==> config.mk <==
export PLATFORM = sky130hd
export DESIGN_NAME = uart_word_tx
export DESIGN_NICKNAME = d
export VERILOG_FILES = /design/src/rtl/uart_word_tx.sv
export SDC_FILE = /design/constraint.sdc
export NUM_CORES = 1
export LEC_CHECK = 0
export BUFFER_PORTS_ARGS = -buffer_cell sky130_fd_sc_hd__buf_2
export CAP_MARGIN = 0
export CORE_MARGIN = 4
export CORE_UTILIZATION = 45
export CTS_CLUSTER_DIAMETER = 40
export DETAILED_ROUTE_END_ITERATION = 6
export GPL_ROUTABILITY_DRIVEN = 0
export GPL_TIMING_DRIVEN = 1
export PLACE_DENSITY_LB_ADDON = 0.1
export RECOVER_POWER = 50
export SLEW_MARGIN = 10
export SYNTH_ARGS = -nofsm -noshare
export SYNTH_HDL_FRONTEND = slang
export SYNTH_SLANG_ARGS = --single-unit
==> constraint.sdc <==
create_clock -name clk -period 3.8 [get_ports clk]
set_clock_uncertainty 0.15 [all_clocks]
set_input_delay 0.38 -clock clk [delete_from_list [all_inputs] [get_ports clk]]
set_output_delay 0.38 -clock clk [all_outputs]
set_load 0.05 [all_outputs]
==> src/rtl/uart_word_tx.sv <==
// Serialises a captured 32-bit data-memory word onto one TX line as four
// back-to-back 8N1 frames, least-significant byte first.

module uart_word_tx #(
    parameter int CLKS_PER_BIT = 868
) (
    input  logic        clk,
    input  logic        rst,
    input  logic        enableUart,
    input  logic [31:0] dataUart,
    output logic        tx,
    output logic        busy,
    output logic        done
);

    localparam int CNT_W = (CLKS_PER_BIT > 1) ? $clog2(CLKS_PER_BIT) : 1;
    localparam logic [CNT_W-1:0] LAST_CNT = CNT_W'(CLKS_PER_BIT - 1);

    typedef enum logic [1:0] {
        IDLE,
        START,
        DATA,
        STOP
    } TxState;

    TxState           state;
    TxState           stateNext;
    logic             enPrev;
    logic [31:0]      shift;
    logic [31:0]      shiftNext;
    logic [CNT_W-1:0] bitCnt;
    logic [CNT_W-1:0] bitCntNext;
    logic [2:0]       bitIdx;
    logic [2:0]       bitIdxNext;
    logic [1:0]       byteIdx;
    logic [1:0]       byteIdxNext;
    logic             txNext;
    logic             busyNext;
    logic             doneNext;

    logic             startReq;
    logic             bitEnd;
    logic [2:0]       nextBitIdx;

    assign startReq   = enableUart && !enPrev;
    assign bitEnd     = (bitCnt == LAST_CNT);
    assign nextBitIdx = bitIdx + 3'd1;

    // tx, busy and done are all registered so the line never glitches; the
    // next-state logic therefore computes the value tx takes for the coming bit.
    always_comb begin
        stateNext   = state;
        shiftNext   = shift;
        bitIdxNext  = bitIdx;
        byteIdxNext = byteIdx;
        txNext      = tx;
        busyNext    = busy;
        doneNext    = 1'b0;
        bitCntNext  = bitEnd ? '0 : bitCnt + CNT_W'(1);

        case (state)
            IDLE: begin
                txNext     = 1'b1;
                busyNext   = 1'b0;
                bitCntNext = '0;
                if (startReq) begin
                    shiftNext   = dataUart;
                    byteIdxNext = 2'd0;
                    bitIdxNext  = 3'd0;
                    txNext      = 1'b0;
                    busyNext    = 1'b1;
                    stateNext   = START;
                end
            end

            START: begin
                if (bitEnd) begin
                    stateNext  = DATA;
                    bitIdxNext = 3'd0;
                    txNext     = shift[{byteIdx, 3'd0}];
                end
            end

            DATA: begin
                if (bitEnd) begin
                    if (bitIdx == 3'd7) begin
                        stateNext = STOP;
                        txNext    = 1'b1;
                    end else begin
                        bitIdxNext = nextBitIdx;
                        txNext     = shift[{byteIdx, nextBitIdx}];
                    end
                end
            end

            STOP: begin
                if (bitEnd) begin
                    if (byteIdx == 2'd3) begin
                        stateNext = IDLE;
                        doneNext  = 1'b1;
                        busyNext  = 1'b0;
                        txNext    = 1'b1;
                    end else begin
                        byteIdxNext = byteIdx + 2'd1;
                        stateNext   = START;
                        txNext      = 1'b0;
                    end
                end
            end

            default: begin
                stateNext = IDLE;
                txNext    = 1'b1;
                busyNext  = 1'b0;
            end
        endcase
    end

    // Reset abandons any partial frame; the line is back high one cycle later.
    always_ff @(posedge clk) begin
        if (rst) begin
            state   <= IDLE;
            enPrev  <= 1'b0;
            shift   <= '0;
            bitCnt  <= '0;
            bitIdx  <= 3'd0;
            byteIdx <= 2'd0;
            tx      <= 1'b1;
            busy    <= 1'b0;
            done    <= 1'b0;
        end else begin
            state   <= stateNext;
            enPrev  <= enableUart;
            shift   <= shiftNext;
            bitCnt  <= bitCntNext;
            bitIdx  <= bitIdxNext;
            byteIdx <= byteIdxNext;
            tx      <= txNext;
            busy    <= busyNext;
            done    <= doneNext;
        end
    end

endmodule

After elaboration in Yosys (flattened, before gate mapping). Index checks and enable logic that the tools add are counted. W data, S select, Z words.

Bits in registers: 53. Input port bits: 35. Output and inout bits: 3. Logic and storage cells: 74.

$add $sub $neg: 3. Magnitude comparators: 2. Equal/unequal tests: 14. Muxes and demuxes: 31. Bitwise operators: 2. Reductions and logical operators: 13.

Operator list (count): $mux W2 (8); $ne A2 B2 Y1 const B (8); $lt A5 B6 Y1 const B (2); $mux W1 (12); $mux W3 (4); $add A10 B1 Y10 const B (1); $eq A10 B10 Y1 const B (1); $reduce_and A5 Y1 (2); $pmux W3 S3 (1); $pmux W2 S4 (1); $eq A2 B2 Y1 const B (3); $reduce_and A3 Y1 (2); $reduce_or A3 Y1 (2); $bmux W1 S5 (1); $pmux W1 S4 (1); $pmux W2 S2 (1); $reduce_and A4 Y1 (1); $add A3 B1 Y3 const B (1); $eq A3 B3 Y1 const B (1); $reduce_bool A3 Y1 (1); $add A2 B1 Y2 const B (1); $bmux W1 S2 (1); $eq A2 B1 Y1 const B (1); $logic_not A2 Y1 (1); other kinds (6) (7).

Logic depth before layout (Yosys ltp). Gate-level depths: netlist (run 1).

Word-level depth: 6. Depth in mapped cells: 8. Mapped depth without buffers: 7.

Least setup slack after synthesis (run 1). OpenSTA, ideal clock, no wires.

Kind: flip-flop to flip-flop. Start: register bitIdx[0]. End: register tx. Setup time: 0.122 ns. Arrival time: 1.956 ns. Required time: 3.528 ns. Setup slack: 1.572 ns. Stages on the path, launching flop included: 9. Path buffers: 1. Period minus slack after synthesis: 2.228 ns. Cell sequence: dfxtp_1 ha_1 ha_1 clkbuf_8 mux4_1 mux2_2 nor4_2 o41ai_1 a221o_1.

Word-level cells in the longest chain between the ends: 6.

RTL lines: from (decl) (RTL line 33) `logic [2:0] bitIdx;`; from (signal assigned) (RTL line 136) `bitIdx <= bitIdxNext;`; $add A3 B1 Y3 (RTL line 47) `assign nextBitIdx = bitIdx + 3'd1;`; $bmux W1 S5 (RTL line 91) `txNext = shift[{byteIdx, nextBitIdx}];`; $mux W1 (implied by the code) (RTL line 91); $mux W1 (*) (RTL line 86) `if (bitIdx == 3'd7) begin`; $mux W1 (*) (RTL line 85) `if (bitEnd) begin`; $pmux W1 S4 (*) (RTL line 61) `case (state)`; to (signal assigned) (RTL line 138) `tx <= txNext;`; to (decl) (RTL line 11) `output logic tx,`.

Every way passes the cells marked *; elsewhere a longest branch is shown, timed or not. The select of a mux whose other input is x is not followed. A chain may end at the register's enable or synchronous reset.

Final worst setup path (run 1). Same ends and word-level chain as after synthesis.

==> flow_summary.yaml, run 1 <==
clock_tree:
  cts_tree: "yes"
  cts_setup_buffers: 0
  numCtsBuffers: 5
  cts_root_buffer: "clkbuf_8"
  clk_path_buf_depth: 2
  hold_buffers: 0
  cts_resized: 0
  cts.clk_slew.worst_paths_ns: 0.09
  clock_latency_ns: 0.30
  cts_sinks: 53
  htree_levels: 2
critical_path:
  crit_top_cell: "ha_1"
  crit_path_max_incr_delay_ns: 0.47
  required_ns: 3.85
  critPathArrivalTime_ns: 2.67
  cp_max_fo: 9
  crit_type: "reg2reg"
  path_delay_family: "adder cells"
  path_cells: "ha_1, ha_1, mux4_1, mux2_2, nor4_2, o41ai_1, a221o_1"
  worst-path-buf-inv: 0
  startpoint_type: "flip-flop"
  crit_path_end_kind: "flip-flop"
  critPathSlowestCell: "ha_1"
die:
  die_area_um2: 6815
  pin_count: 38
  initial_core_util_pct: 47.75
  core-area_um2: 5238
  rows: 26
  fp.dieH_um: 82.55
  die_w_um: 82.55
yosys:
  synth_edf_count: 0
  synth_nets: 322
  ys.flop_type: "dfxtp_1"
  synthCells: 278
  ys_ff_latch: 53
  netlist.area_leader.share_pct: 42.42
  async_flop_share_pct: 0
  synth.most_common_cell: "nand2_1"
  yosysSeqAreaShare_pct: 42.42
  yosys_warnings: 0
  synth_cell_types: 42
  syn_area_per_cell_um2: 8.997
  synth.area.top_cells: "dfxtp_1 (42%), nand2_1 (11%), a21oi_1 (7.2%), ha_1 (4.5%), mux4_1 (4.2%)"
  synth_largest_area_cell: "dfxtp_1"
  post_synth_instance_area_um2: 2501
  synth_commonest_cells: "nand2_1 (71), dfxtp_1 (53), a21oi_1 (36), nor2_1 (18), clkbuf_1 (12)"
timing:
  setup_violations: 0
  period_share_pct: 69.00
  fin_tns_setup_ns: 0
  relSlewSlack_pct: -29.82
  slew_viol_final: 78
  period_minus_slack_ns: 2.622
  fmax_mhz: 381.4
  worst_slew_pin_slew_ns: 1.947
  hold_violations: 0
  grt_setup_unrepaired: "false"
  hold_slack_ns: 0.1523
layout:
  layout.nets: 347
  syn_to_final_growth_pct: 9.505
  fin_util_pct: 52.29
  drive_gt1_share_pct: 16.45
  n_antenna_cell: 0
global_routing:
  grt_max_degree: 45
  gr-usage-all-layers_pct: 15.78
  overflow: 0
  antenna_found_initial: 0
  grt_pass1_vias: 1752
  grt_pass1_wl_mm: 8.280
place:
  io_buffers: 37
  dp_hpwl_mm: 3.565
job:
  maxCapViolCount: 2
pwr:
  leakage_nw: 1.068
  total_power_mw: 1.476
  ir_drop_mv: 0.2640
  power.density_nw_per_um2: 539.0
status:
  outcome: "finished with violations"
  violations: "capacitance limit, slew limit"
min_path:
  hp-class: "in2reg"
routing:
  drtPass1Iterations: 4
  antenna_left: 0
  vias: 1890
  wl_per_cell_um: 13.29
  drt_iter0_drc: 71
  drc: 0
  vias_per_cell: 5.053
  wl_mm: 4.971
==> area by class of cell <==
class	count	area, um^2
Multi-Input combinational cell	203	1315
Inverter	3	11.26
Clock buffer	7	76.32
Timing Repair Buffer	37	180.2
Sequential cell	53	1061
Clock inverter	1	7.507
Tap cell	70	87.58
Fill cell	546	2499
==> kinds of logic after synthesis <==
kind of cell	Yosys count	share of synthesized area (%)
buffers and inverters	22	5.003
DFF	53	42.42
xor gates and xnor gates	8	2.802
AOI/OAI and AO/OA	48	11.16
and+or+nand+nor	122	22.46
adders and majority gates	9	4.502
muxes	16	11.66
==> registers in the layout (all words and copies together), names as in the netlist <==
name	count
byteIdx	2
shift	32
busy	1
state	2
bitCnt	10
done	1
bitIdx	3
enPrev	1
tx	1
==> power by group <==
part	switching [mW]	internal, mW	leakage (nW)
sequential	0.0561	0.636	0.432
combinational	0.283	0.195	0.597
clock	0.176	0.131	0.0385
==> through the flow <==
step | area [um^2] | cells | worst slack, ns
4_1_cts | 2744 | 374 | 1.165
3_3_place_gp | 2660 | 366 | 1.254
2_1_floorplan | 2501 | 278 | 1.572
3_5_place_dp | 2660 | 366 | 1.181
5_1_grt | 2739 | 374 | 0.9146
6_report | 2739 | 374 | 1.178
==> cells in the final DEF, fill, tap and decap left out, types with 3 or more instances in the layout <==
cell / Yosys / routed
inv_1: 3 / 3
or3_1: 3 / 3
clkbuf_8: 2 / 5
ha_1: 9 / 9
nand3_1: 3 / 3
nor2_1: 18 / 18
buf_2: 0 / 33
and2_1: 5 / 4
mux2i_1: 6 / 6
xor2_1: 6 / 6
dfxtp_1: 53 / 53
mux4_1: 4 / 4
mux4_2: 4 / 4
nand2_1: 71 / 71
a21oi_1: 36 / 36
nor3_1: 3 / 3
clkbuf_1: 12 / 6
==> worst reg2reg max path: cells and delay by family, from the launching register on <==
family	cells	cell delay [ns]
fa+ha+maj	2	0.73
simple gates	1	0.13
mux	2	0.62
flops	1	0.44
compound gates	2	0.44
==> final timing paths <==
kind / from / slack (ns) / end / depth (start not counted)
worst max-delay path: bitIdx[0]$_SDFFE_PP0P_ / 1.18 / tx$_SDFFE_PP1P_ / 7
worst min-delay path: dataUart[4] / 0.15 / shift[4]$_SDFFE_PP0P_ / 3
worst max register to register: bitIdx[0]$_SDFFE_PP0P_ / 1.18 / tx$_SDFFE_PP1P_ / 7
worst min register to register: shift[22]$_SDFFE_PP0P_ / 0.31 / shift[22]$_SDFFE_PP0P_ / 2
==> per-layer routing <==
layer | global-route usage (%) | share of wire, % | wire length [um] | vias to the layer above
met4 | 3.922 | 0.93 | 46 | 0
met2 | 25.00 | 46 | 2291 | 33
li1 | - | - | - | 1003
met1 | 21.31 | 49 | 2416 | 848
met5 | 0 | 0 | 0 | -
met3 | 4.338 | 4.4 | 217 | 6
Note: power is estimated with default switching activity, not from simulation.
==> inputs of run 2 (changes only) <==
clock period = 2.4 ns   (was 3.8 ns; I/O delays follow)
==> run 2 against run 1 <==
Worst hold slack got worse by 0.14 ns. The run now ends clean. Combinational power increased by 63%. Sequential cell count unchanged. Routed wire length unchanged. Sequential share of layout area decreased by 1.2 points. Utilization increased by 1.6 points. Highest routed layer unchanged. Global-route usage increased by 0.89 points.
==> flow_summary.yaml, run 2 (synthesized netlist as in run 1, its figures left out) <==
layout:
  final_cells: 381
  largest_register: "shift"
  drive_gt1_share_pct: 19.61
  most-common-layout-cells: "nand2_1 (71), dfxtp_1 (53), a21oi_1 (36), buf_2 (33), nor2_1 (18)"
  syn_to_final_growth_pct: 12.91
  seqCellArea_um2: 1061
  n_antenna_cell: 0
  largestRegisters: "shift (32), bitCnt (10), bitIdx (3)"
  mostFrequentLayoutCell: "nand2_1"
  largest_reg_flops: 32
  fin_util_pct: 53.92
  stdcell_area_um2: 2824
  multiInputGateArea_um2: 1346
  fill_cells: 526
  layout.nets: 354
routing:
  wl_per_cell_um: 13.05
  wl_mm: 4.971
  drc: 0
  vias_per_cell: 5.181
  vias: 1974
  drtPass1Iterations: 4
  antenna_left: 0
  drt_iter0_drc: 58
timing:
  period_minus_slack_ns: 2.273
  worst_slack_ns: 0.1265
  relSlewSlack_pct: 26.44
  slew_viol_final: 0
  hold_violations: 0
  grt_setup_unrepaired: "false"
  period_share_pct: 94.73
  fin_tns_setup_ns: 0
  setup_violations: 0
  worst_slew_pin_slew_ns: 1.103
  fmax_mhz: 439.9
place:
  io_buffers: 37
  placed_area_um2: 2713
  dp_hpwl_mm: 3.630
  dp_cells: 373
  detailedPlace.worstSlack_ns: -0.0001519
clock_tree:
  cts_root_buffer: "clkbuf_8"
  clk_path_buf_depth: 2
  cts_setup_buffers: 0
  cts.clk_slew.worst_paths_ns: 0.09
  cts_tree: "yes"
  htree_levels: 2
  hold_buffers: 0
  clock_latency_ns: 0.30
  numCtsBuffers: 5
  cts_sinks: 53
critical_path:
  crit_type: "reg2reg"
  critPathSlowestCell: "mux4_1"
  reg2reg_from: "bitIdx[0]$_SDFFE_PP0P_"
  path_delay_family: "multiplexers"
  required_ns: 2.45
  critPathArrivalTime_ns: 2.32
  crit_path_max_incr_delay_ns: 0.56
  startpoint: "bitIdx[0]$_SDFFE_PP0P_"
  startpoint_type: "flip-flop"
  crit_path_end_kind: "flip-flop"
  path_cells: "buf_6, mux4_1, mux2_2, nor4_2, o41ai_2, a221o_1"
  worst-path-buf-inv: 1
  cp_max_fo: 8
pwr:
  leakage_nw: 1.105
  ir_drop_mv: 0.4232
  power.density_nw_per_um2: 835.3
global_routing:
  grt_max_degree: 33
  overflow: 0
  gr-usage-all-layers_pct: 16.67
  antenna_found_initial: 0
  grt_pass1_vias: 1914
  grt_pass1_wl_mm: 8.873
die:
  fp.dieH_um: 82.55
  pin_count: 38
  rows: 26
  initial_core_util_pct: 47.75
  core-area_um2: 5238
  die_w_um: 82.55
  die_area_um2: 6815
job:
  maxCapViolCount: 0
min_path:
  hp-class: "in2reg"
  hp-start: "dataUart[16]"
status:
  outcome: "completed"
## run 2: cell count changes in the layout (fill, tap and decap cells not counted), moves of 2 or more
| cell | change |
|---|---|
| clkbuf_2 | +2 |
| ha_1 | -2 |
| clkbuf_1 | -2 |
| buf_4 | +4 |
| clkinv_2 | +2 |
| ha_4 | +2 |
## run 2: layout make-up
cell class                 instances  share of cell area (%)
multi-input combinational        203                   47.67
timing repair buffer              44                   8.197
clock inverter                     3                  0.6203
inverter                           3                  0.3988
sequential                        53                   37.57
clock buffer                       5                   2.437
tap                               70                   3.101
## run 2: timing repair
action / in CTS / in global routing
setup endpoints to repair: 1 / 1
cloned: 0 / 0
gates resized for setup: 1 / 5
## run 2: report_power, final
part           total [mW]  internal [mW]  switching [mW]
logic               0.780          0.327           0.452
registers            1.09           1.01          0.0843
clock network       0.488          0.202           0.286
total                2.36           1.54           0.823
## run 2: through the flow
stage	hold WS [ns]	power (mW)
3_5_place_dp	0.2962	1.898
5_1_grt	0.001363	2.557
3_3_place_gp	0.2943	1.894
2_1_floorplan	0.2182	1.721
4_1_cts	0.005743	2.396
6_report	0.01475	2.359
## run 2: final timing paths
path                            end  slack, ns  cells after the start
max                 tx$_SDFFE_PP1P_       0.13                      6
min reg2reg  shift[22]$_SDFFE_PP0P_       0.31                      2
max reg2reg         tx$_SDFFE_PP1P_       0.13                      6
min          shift[16]$_SDFFE_PP0P_       0.01                      3
## run 2: worst register-to-register path, cell delays in order (launching register included)
cell and delay (ns):
dfxtp_1 0.40, buf_6 0.17, mux4_1 0.56, mux2_2 0.29, nor4_2 0.16, o41ai_2 0.12, a221o_1 0.32
## run 2: per-layer routing
| layer | vias to the layer above | wire, um | GRT usage [%] |
|---|---|---|---|
| met3 | 2 | 205 | 3.905 |
| met2 | 33 | 2296 | 27.80 |
| met5 | - | 0 | 0 |
| met4 | 0 | 23 | 3.431 |
| met1 | 918 | 2446 | 22.04 |
| li1 | 1021 | - | - |
